<file path="src/rtl/pheap_root_pkg.sv">
// Shared types for the pipelined max-heap: key/value, heap entry, level opcode
// and the root controller state encoding.
package pheapTypes;

   localparam int KEY_W = 8;
   localparam int VAL_W = 8;
   localparam int CAP_W = 8;

   typedef struct packed {
      logic [KEY_W-1:0] key;
      logic [VAL_W-1:0] value;
   } kv_t;

   // cap counts the free slots in the subtree rooted at this entry
   typedef struct packed {
      logic             active;
      logic [CAP_W-1:0] cap;
      kv_t              kv;
   } entry_t;

   typedef enum logic {
      LEQ = 1'b0,
      DEQ = 1'b1
   } opcode_t;

   typedef enum logic [1:0] {
      IDLE   = 2'd0,
      EXEC   = 2'd1,
      LAUNCH = 2'd2,
      COOL   = 2'd3
   } root_state_t;

   localparam kv_t    KV_EMPTY    = '0;
   localparam entry_t ENTRY_EMPTY = '0;

   function automatic logic [CAP_W-1:0] root_cap(input int levels);
      root_cap = CAP_W'((1 << levels) - 1);
   endfunction

endpackage

</file>
<file path="src/rtl/pheap_child_sel.sv">
// Chooses which of two child entries an operation continues into: free capacity
// for an enqueue, largest active key for a dequeue.
module pheap_child_sel
   import pheapTypes::*;
(
   input  entry_t l_i,
   input  entry_t r_i,
   output logic   enq_pos_o,
   output logic   deq_pos_o,
   output logic   deq_any_o
);

   logic l_free;
   logic r_free;

   assign l_free = (l_i.cap != '0);
   assign r_free = (r_i.cap != '0);

   // Enqueue steers toward the smaller key so subtrees stay balanced in value
   assign enq_pos_o = (l_free && r_free) ? (l_i.kv.key > r_i.kv.key) :
                      (l_free ? 1'b0 : 1'b1);

   assign deq_any_o = l_i.active || r_i.active;
   assign deq_pos_o = (l_i.active && r_i.active) ? (l_i.kv.key < r_i.kv.key) :
                      (l_i.active ? 1'b0 : 1'b1);

endmodule

</file>
<file path="src/rtl/pheap_root.sv">
// Level-1 controller of the pipelined max-heap: owns the root entry and hands
// work that must continue downward to the level-2 stage with a one-cycle start.
module pheap_root
   import pheapTypes::*;
#(
   parameter int LEVELS = 4
) (
   input  logic        clk,
   input  logic        rst,
   input  logic        enq_i,
   input  logic        deq_i,
   input  kv_t         kv_i,
   output logic        ready_o,
   output kv_t         kv_o,
   output logic        kv_valid_o,
   output logic        err_o,
   output logic        empty_o,
   output logic        full_o,
   input  entry_t      rBotL,
   input  entry_t      rBotR,
   output logic        start_o,
   output logic        pos_o,
   output opcode_t     op_o,
   output kv_t         kv_down_o,
   output root_state_t state_o
);

   root_state_t      state_q;
   entry_t           root_q;
   opcode_t          req_op_q;
   kv_t              kv_in_q;
   kv_t              kv_q;
   logic             kv_valid_q;
   logic             err_q;
   logic             start_q;
   logic             pos_q;
   opcode_t          op_q;
   kv_t              kv_down_q;

   logic             enq_pos;
   logic             deq_pos;
   logic             deq_any;
   logic [CAP_W-1:0] cap_dec_d;
   logic [CAP_W-1:0] cap_inc_d;

   pheap_child_sel u_sel (
      .l_i       (rBotL),
      .r_i       (rBotR),
      .enq_pos_o (enq_pos),
      .deq_pos_o (deq_pos),
      .deq_any_o (deq_any)
   );

   assign cap_dec_d = (root_q.cap != '0) ? root_q.cap - 1'b1 : root_q.cap;
   assign cap_inc_d = root_q.cap + 1'b1;

   always_ff @(posedge clk or posedge rst) begin
      if (rst) begin
         state_q    <= IDLE;
         root_q     <= '{active: 1'b0, cap: root_cap(LEVELS), kv: KV_EMPTY};
         req_op_q   <= LEQ;
         kv_in_q    <= KV_EMPTY;
         kv_q       <= KV_EMPTY;
         kv_valid_q <= 1'b0;
         err_q      <= 1'b0;
         start_q    <= 1'b0;
         pos_q      <= 1'b0;
         op_q       <= LEQ;
         kv_down_q  <= KV_EMPTY;
      end else begin
         kv_valid_q <= 1'b0;
         err_q      <= 1'b0;
         start_q    <= 1'b0;
         case (state_q)
            IDLE: begin
               if (enq_i && deq_i) begin
                  err_q <= 1'b1;
               end else if (enq_i || deq_i) begin
                  req_op_q <= enq_i ? LEQ : DEQ;
                  if (enq_i) kv_in_q <= kv_i;
                  state_q <= EXEC;
               end
            end
            EXEC: begin
               if (req_op_q == LEQ) begin
                  if (!root_q.active) begin
                     root_q  <= '{active: 1'b1, cap: cap_dec_d, kv: kv_in_q};
                     state_q <= IDLE;
                  end else if (root_q.cap != '0) begin
                     // Equal keys send the newcomer down, keeping the older entry on top
                     root_q.cap <= cap_dec_d;
                     if (kv_in_q.key > root_q.kv.key) begin
                        root_q.kv <= kv_in_q;
                        kv_down_q <= root_q.kv;
                     end else begin
                        kv_down_q <= kv_in_q;
                     end
                     pos_q   <= enq_pos;
                     op_q    <= LEQ;
                     start_q <= 1'b1;
                     state_q <= LAUNCH;
                  end else begin
                     err_q   <= 1'b1;
                     state_q <= IDLE;
                  end
               end else begin
                  kv_valid_q <= 1'b1;
                  if (root_q.active) begin
                     kv_q       <= root_q.kv;
                     root_q.cap <= cap_inc_d;
                     if (deq_any) begin
                        root_q.kv <= deq_pos ? rBotR.kv : rBotL.kv;
                        pos_q     <= deq_pos;
                        op_q      <= DEQ;
                        kv_down_q <= KV_EMPTY;
                        start_q   <= 1'b1;
                        state_q   <= LAUNCH;
                     end else begin
                        root_q.active <= 1'b0;
                        root_q.kv     <= KV_EMPTY;
                        state_q       <= IDLE;
                     end
                  end else begin
                     kv_q    <= KV_EMPTY;
                     err_q   <= 1'b1;
                     state_q <= IDLE;
                  end
               end
            end
            // Level 2 runs SET_OUT and its memory write while we sit in COOL
            LAUNCH:  state_q <= COOL;
            COOL:    state_q <= IDLE;
            default: state_q <= IDLE;
         endcase
      end
   end

   assign ready_o    = (state_q == IDLE) && !rst;
   assign kv_o       = kv_q;
   assign kv_valid_o = kv_valid_q;
   assign err_o      = err_q;
   assign empty_o    = !root_q.active;
   assign full_o     = (root_q.cap == '0);
   assign start_o    = start_q;
   assign pos_o      = pos_q;
   assign op_o       = op_q;
   assign kv_down_o  = kv_down_q;
   assign state_o    = state_q;

endmodule

</file>
<file path="config.mk">
export PLATFORM = sky130hd
export DESIGN_NAME = pheap_root
export DESIGN_NICKNAME = d
export VERILOG_FILES = /design/src/rtl/pheap_root_pkg.sv /design/src/rtl/pheap_child_sel.sv /design/src/rtl/pheap_root.sv
export SDC_FILE = /design/constraint.sdc
export NUM_CORES = 1
export LEC_CHECK = 0
export ABC_CLOCK_PERIOD_IN_PS = 3000
export BUFFER_PORTS_ARGS = -buffer_cell sky130_fd_sc_hd__buf_2
export CORE_MARGIN = 1
export CORE_UTILIZATION = 30
export CTS_BUF_LIST = sky130_fd_sc_hd__clkbuf_2
export DETAILED_ROUTE_END_ITERATION = 6
export SLEW_MARGIN = 20
export SYNTH_ARGS = -nofsm -noshare
export SYNTH_HDL_FRONTEND = slang
export SYNTH_SLANG_ARGS = --single-unit
</file>
<file path="constraint.sdc">
create_clock -name clk -period 3 [get_ports clk]
set_input_delay 0.45 -clock clk [delete_from_list [all_inputs] [get_ports clk]]
set_output_delay 0.45 -clock clk [all_outputs]
set_load 0.02 [all_outputs]
</file>
**Word level (Yosys, flattened, before mapping)**

Cells that the tools add are included.

- $add $sub $neg: 2
- Multipliers: 0
- Div/mod/pow operators: 0
- $lt $le $gt $ge: 3
- Equal/unequal tests: 9
- Shift-type cells: 0
- Muxes and demuxes: 52
- Bitwise gates (word level): 1
- Reductions and logical operators: 21

Operators by type and width:

| cell | count |
|---|---|
| two-way mux 16 bit | 10 |
| two-way mux 25 bit | 2 |
| two-way mux 24 bit | 2 |
| two-way mux 1 bit | 28 |
| nonzero test 8 bit | 3 |
| greater-than comparator 8 bit | 2 |
| two-way mux 2 bit | 7 |
| AND reduction 4 bit | 3 |
| adder 8 x 1 -> 8 bit, second input constant | 1 |
| zero test 8 bit | 1 |
| < comparator 8 bit | 1 |
| two-way mux 8 bit | 1 |
| case mux 2 bit (4 select lines) | 1 |
| subtractor 8 x 1 -> 8 bit, second input constant | 1 |
| inequality test 2 bit, second input constant | 3 |
| inequality test 3 x 1 -> 1 bit, second input constant | 2 |
| AND reduction 3 bit | 2 |
| == test 2 bit, second input constant | 2 |
| logical AND 1 bit | 4 |
| AND reduction 2 bit | 2 |
| == test 2 x 1 -> 1 bit, second input constant | 1 |
| zero test 1 bit | 2 |
| zero test 2 bit | 1 |
| logical OR 1 bit | 2 |
| 4 further kinds | 4 |

- Register bits: 81
- Bits in latches: 0
- Memory bits (writable): 0
- Memory bits (read-only): 0
- Input bits: 70
- Output and inout port bits: 42
- Logic and storage cells: 105
- Memories kept: 0

**Depth between registers and ports, before layout**

- Depth in word-level cells: 6
- Depth in mapped cells: 10
- Mapped depth without buffers: 8

**By module**

A second synthesis with hierarchy kept.

- Cell total of the unflattened synthesis: 412
- Area, all modules: 4,401.7 sq um

Modules (own cells, without submodules):

| module | times used | cells an instance | area an instance (sq um) | seq. area each (sq um) |
|---|---|---|---|---|
| pheap_root | 1 | 373 | 4,111.4 | 2,031.9 |
| pheap_child_sel | 1 | 39 | 290.3 | 0.0 |

**Least setup slack after synthesis**

No wires, ideal clock.

- Path type: input to register
- Start point: input rBotR[9] in the netlist's numbering
- End point: register root_q[2] in the netlist's numbering
- Library setup time: 0.126 ns
- Arrival time: 2.117 ns
- Required time: 2.874 ns
- Slack: 0.757 ns
- Stages on the path: 10
- Buffers on the path: 2
- Cells stage by stage: inv_1 ha_1 nor2b_1 o211ai_2 a21oi_1 o41a_1 buf_4 buf_6 mux2i_1 a221o_1

- Longest elaborated chain between the ends: 6

RTL lines:

| item | RTL line | RTL |
|---|---|---|
| start: declaration | pheap_root.sv:20 | `input entry_t rBotR,` |
| < comparator 8 bit | pheap_child_sel.sv:24 | `assign deq_pos_o = (l_i.active && r_i.active) ? (l_i.kv.key < r_i.kv.key) :` |
| two-way mux 1 bit | pheap_child_sel.sv:24 |  |
| two-way mux 16 bit | pheap_root.sv:112 | `root_q.kv <= deq_pos ? rBotR.kv : rBotL.kv;` |
| two-way mux 16 bit | pheap_root.sv:111 | `if (deq_any) begin` |
| two-way mux 25 bit | pheap_root.sv:108 | `if (root_q.active) begin` |
| two-way mux 25 bit | pheap_root.sv:85 | `if (req_op_q == LEQ) begin` |
| end signal: assignment | pheap_root.sv:60 | `root_q <= '{active: 1'b0, cap: root_cap(LEVELS), kv: KV_EMPTY};` |
| end signal: assignment | pheap_root.sv:87 | `root_q <= '{active: 1'b1, cap: cap_dec_d, kv: kv_in_q};` |
| end: declaration | pheap_root.sv:29 | `entry_t root_q;` |

Every way passes these cells. The select of a mux whose other input is x is not followed.
A chain may end at the register's enable or synchronous reset.

**Worst setup path in the final report**

- Start point: register root_q[17] in the netlist's numbering
- End point: output full_o

- Longest elaborated chain between the ends: 1

RTL lines:

| item | RTL line | RTL |
|---|---|---|
| zero test 8 bit | pheap_root.sv:143 | `assign full_o = (root_q.cap == '0);` |
| end: declaration | pheap_root.sv:18 | `output logic full_o,` |

Every way passes these cells.

==> results.yml <==
critical_path:
  crit_path_start_kind: "flop"
  arrival_ns: 2.10
  cp.depth: 6
  critPathRequiredTime_ns: 2.55
  end_kind: "primary output"
  critPathCapture: "full_o"
  crit_top_cell: "inv_1"
  r2r-end: "root_q[15]"
  reg2reg_from: "root_q[9]"
  startpoint: "root_q[17]"
  critPathMaxFanout: 6
  reg2reg_depth: 8
  cp_cell_sequence: "inv_1 -> ha_1 -> nor3b_1 -> nand2_1 -> inv_1 -> buf_2"
  crit_slowest_cell: "dfstp_2"
  reg2reg_slack_ns: 0.46
  critPathBufInv: 3
  critPathKind: "flop to primary output"
  cp_top_family: "buffers and inverters"
  cpPeakStageDelay_ns: 0.46
detailed_routing:
  vias: 3720
  drt_iter0_drc: 248
  post_drt_wl_per_cell_um: 16.40
  antenna_left: 0
  dr.pass1.iters: 4
  vias_per_cell: 5.089
  drt-total-wl_um: 11990
  drcViolationCount: 0
layout:
  multiInputGateArea_um2: 2148
  fill_cells: 1427
  regArea_um2: 2032
  layout-area-overhead-vs-synth_pct: 19.79
  fin_nets: 637
  drive_above_1_share: 0.3127
  final_common_cell: "buf_2"
  layout_common_cells: "buf_2 (111), dfrtp_1 (77), nand2_1 (67)"
  fin_cells: 731
logic_synthesis:
  syn_inst: 437
  ys_warn_count: 0
  synthFlopType: "dfrtp_1"
  synth-seq-cells: 81
  post-synth-top-area-fraction: 0.4386
  async_reset_ff_frac: 1.000
  avgSynthCellArea_um2: 10.05
  yosysSeqAreaShare: 0.4625
  ys_types: 57
  synth_top_area_cell: "dfrtp_1"
  syn_nets: 529
  netlist_area_um2: 4393
  synth_edf_count: 0
  synthTopCellsByArea: "dfrtp_1 (44%), ha_1 (6.3%), nand2_1 (5.7%)"
placed_design:
  hpwl_um: 9092
  place_congestion: 0.8531
  dp_worst_setup_slack_ns: 0.2332
  dp.cells: 713
  io_buffers: 111
hold_path:
  worstHoldStart: "kv_i[8]"
  hold_class: "input pin to flop"
die:
  dieArea_um2: 15130
  initial_core_util: 0.3116
  coreArea_um2: 14100
  num_rows: 43
  top_level_ports: 112
  die_x_um: 123.0
  die_h_um: 123.0
timing:
  slew_viol_final: 0
  rsz0062_at_grt: "false"
  clock.fmax_ghz: 0.3922
  tightest_slew_ns: 0.7925
  finalCriticalPeriod_ns: 2.550
  setup_viol: 0
  whs_ns: 0.06603
  hold_viol: 0
  slew_headroom: 0.4700
  fin_crit_sh: 0.8500
  finalSetupTns_ns: 0
  fin_skew_ns: 0.03688
  setup_ws_ns: 0.4501
cts:
  clk_path_buf_depth: 2
  cts.reportedPaths.clkPinSlew_ns: 0.26
  cts_tree: "yes"
  clkSinkCount: 81
  clk_latency_ns: 0.57
  cts-resized-gates: 0
  cts_setup_buffers: 0
  cts_htree_levels: 3
  numCtsBuffers: 9
  root_buffer: "clkbuf_2"
grt:
  grt_max_degree: 48
  antenna_found_initial: 1
  grt_pass1_wl_um: 19120
  grt_pass1_vias: 3695
  grt.overflow.total: 0
  track_usage: 0.1670
pwr:
  p_leak_nw: 2.543
  finalPower_mw: 5.328
  ir_worst_vdd_v: 0.0003268
  cellPowerDensity_nw_per_um2: 1012
job:
  max_cap_viol_count: 0
run_status:
  status: "finished, final reports clean"
[cell usage after synthesis (all sizes together), types with 2 or more instances]
| master | instances |
|---|---|
| buf | 20 |
| mux2i | 25 |
| nor4 | 6 |
| nor2b | 3 |
| inv | 28 |
| nand2b | 4 |
| dfstp | 4 |
| clkbuf | 3 |
| o21ai | 35 |
| nand4 | 6 |
| a21o | 2 |
| nor2 | 16 |
| a31oi | 2 |
| a221o | 18 |
| a22o | 9 |
| o21a | 2 |
| ha | 22 |
| dfrtp | 77 |
| a21oi | 32 |
| a211oi | 3 |
| nand2 | 67 |
| mux2 | 15 |
| or3 | 2 |
| o211ai | 4 |
| nand3 | 6 |
| nor3 | 7 |
| a211o | 2 |
[worst reg2reg max path: cells and delay by family, from the launching register on]
family / cells / cell delay (ns)
adders and majority gates: 1 / 0.33
DFF: 1 / 0.42
AOI/OAI and AO/OA: 4 / 1.42
and+or+nand+nor: 2 / 0.25
buffers and inverters: 1 / 0.08
[per-layer routing]
metal  vias to the layer above  global-route usage  share of wire
li1                       1796                   -              -
met5                         -                   0              0
met3                        15             0.03275          0.050
met2                       118              0.2676           0.46
met1                      1791              0.2277           0.48
met4                         0             0.05045          0.014
[worst min path at each step]
stage,slack [ns],to,depth (start not counted)
6_report,0.07,kv_in_q[8],3
4_1_cts,0.04,kv_in_q[8],3
3_3_place_gp,0.47,kv_down_o[11],2
5_1_grt,0.03,kv_in_q[6],2
2_1_floorplan,0.48,root_q[10],1
3_5_place_dp,0.47,kv_down_o[15],2
[metrics by stage]
stage	util	cell area, um2
final	0.3733	5263
after detailed placement	0.3641	5132
after global placement	0.3641	5132
after CTS	0.3726	5253
after global routing	0.3733	5263
after floorplan	-	4393
[power breakdown]
group | switching, mW | internal (mW)
clock | 0.442 | 0.134
combinational | 1.62 | 1.10
sequential | 0.465 | 1.57
total | 2.53 | 2.80
[sequential cells by signal (all words and copies together) (netlist names), named ones only]
signal	count
err_o	1
kv_down_o	16
kv_in_q	16
kv_o	16
kv_valid_o	1
op_o	1
pos_o	1
req_op_q	1
root_q	25
start_o	1
state_o	1
[layout make-up]
type,count,share of cell area
tap,180,0.04280
antenna,1,0.0004755
sequential,81,0.3861
inverter,28,0.02021
multi-input combinational,305,0.4082
clock inverter,7,0.01236
clock buffer,9,0.008559
timing repair buffer,120,0.1213
[cell families after synthesis]
group / count (synthesis) / synth area share
xor gates and xnor gates: 2 / 0.003988
AOI/OAI and AO/OA: 118 / 0.1877
buffers and inverters: 51 / 0.05354
and+or+nand+nor: 123 / 0.1341
adders and majority gates: 22 / 0.06266
DFF: 81 / 0.4625
muxes: 40 / 0.09541
[timing repair]
action                                  in CTS  in global routing
hold buffers                                 1                  0
endpoints found under the setup margin       0                  0
endpoints found under the hold margin       30                  0
(Power assumes the default switching activity.)
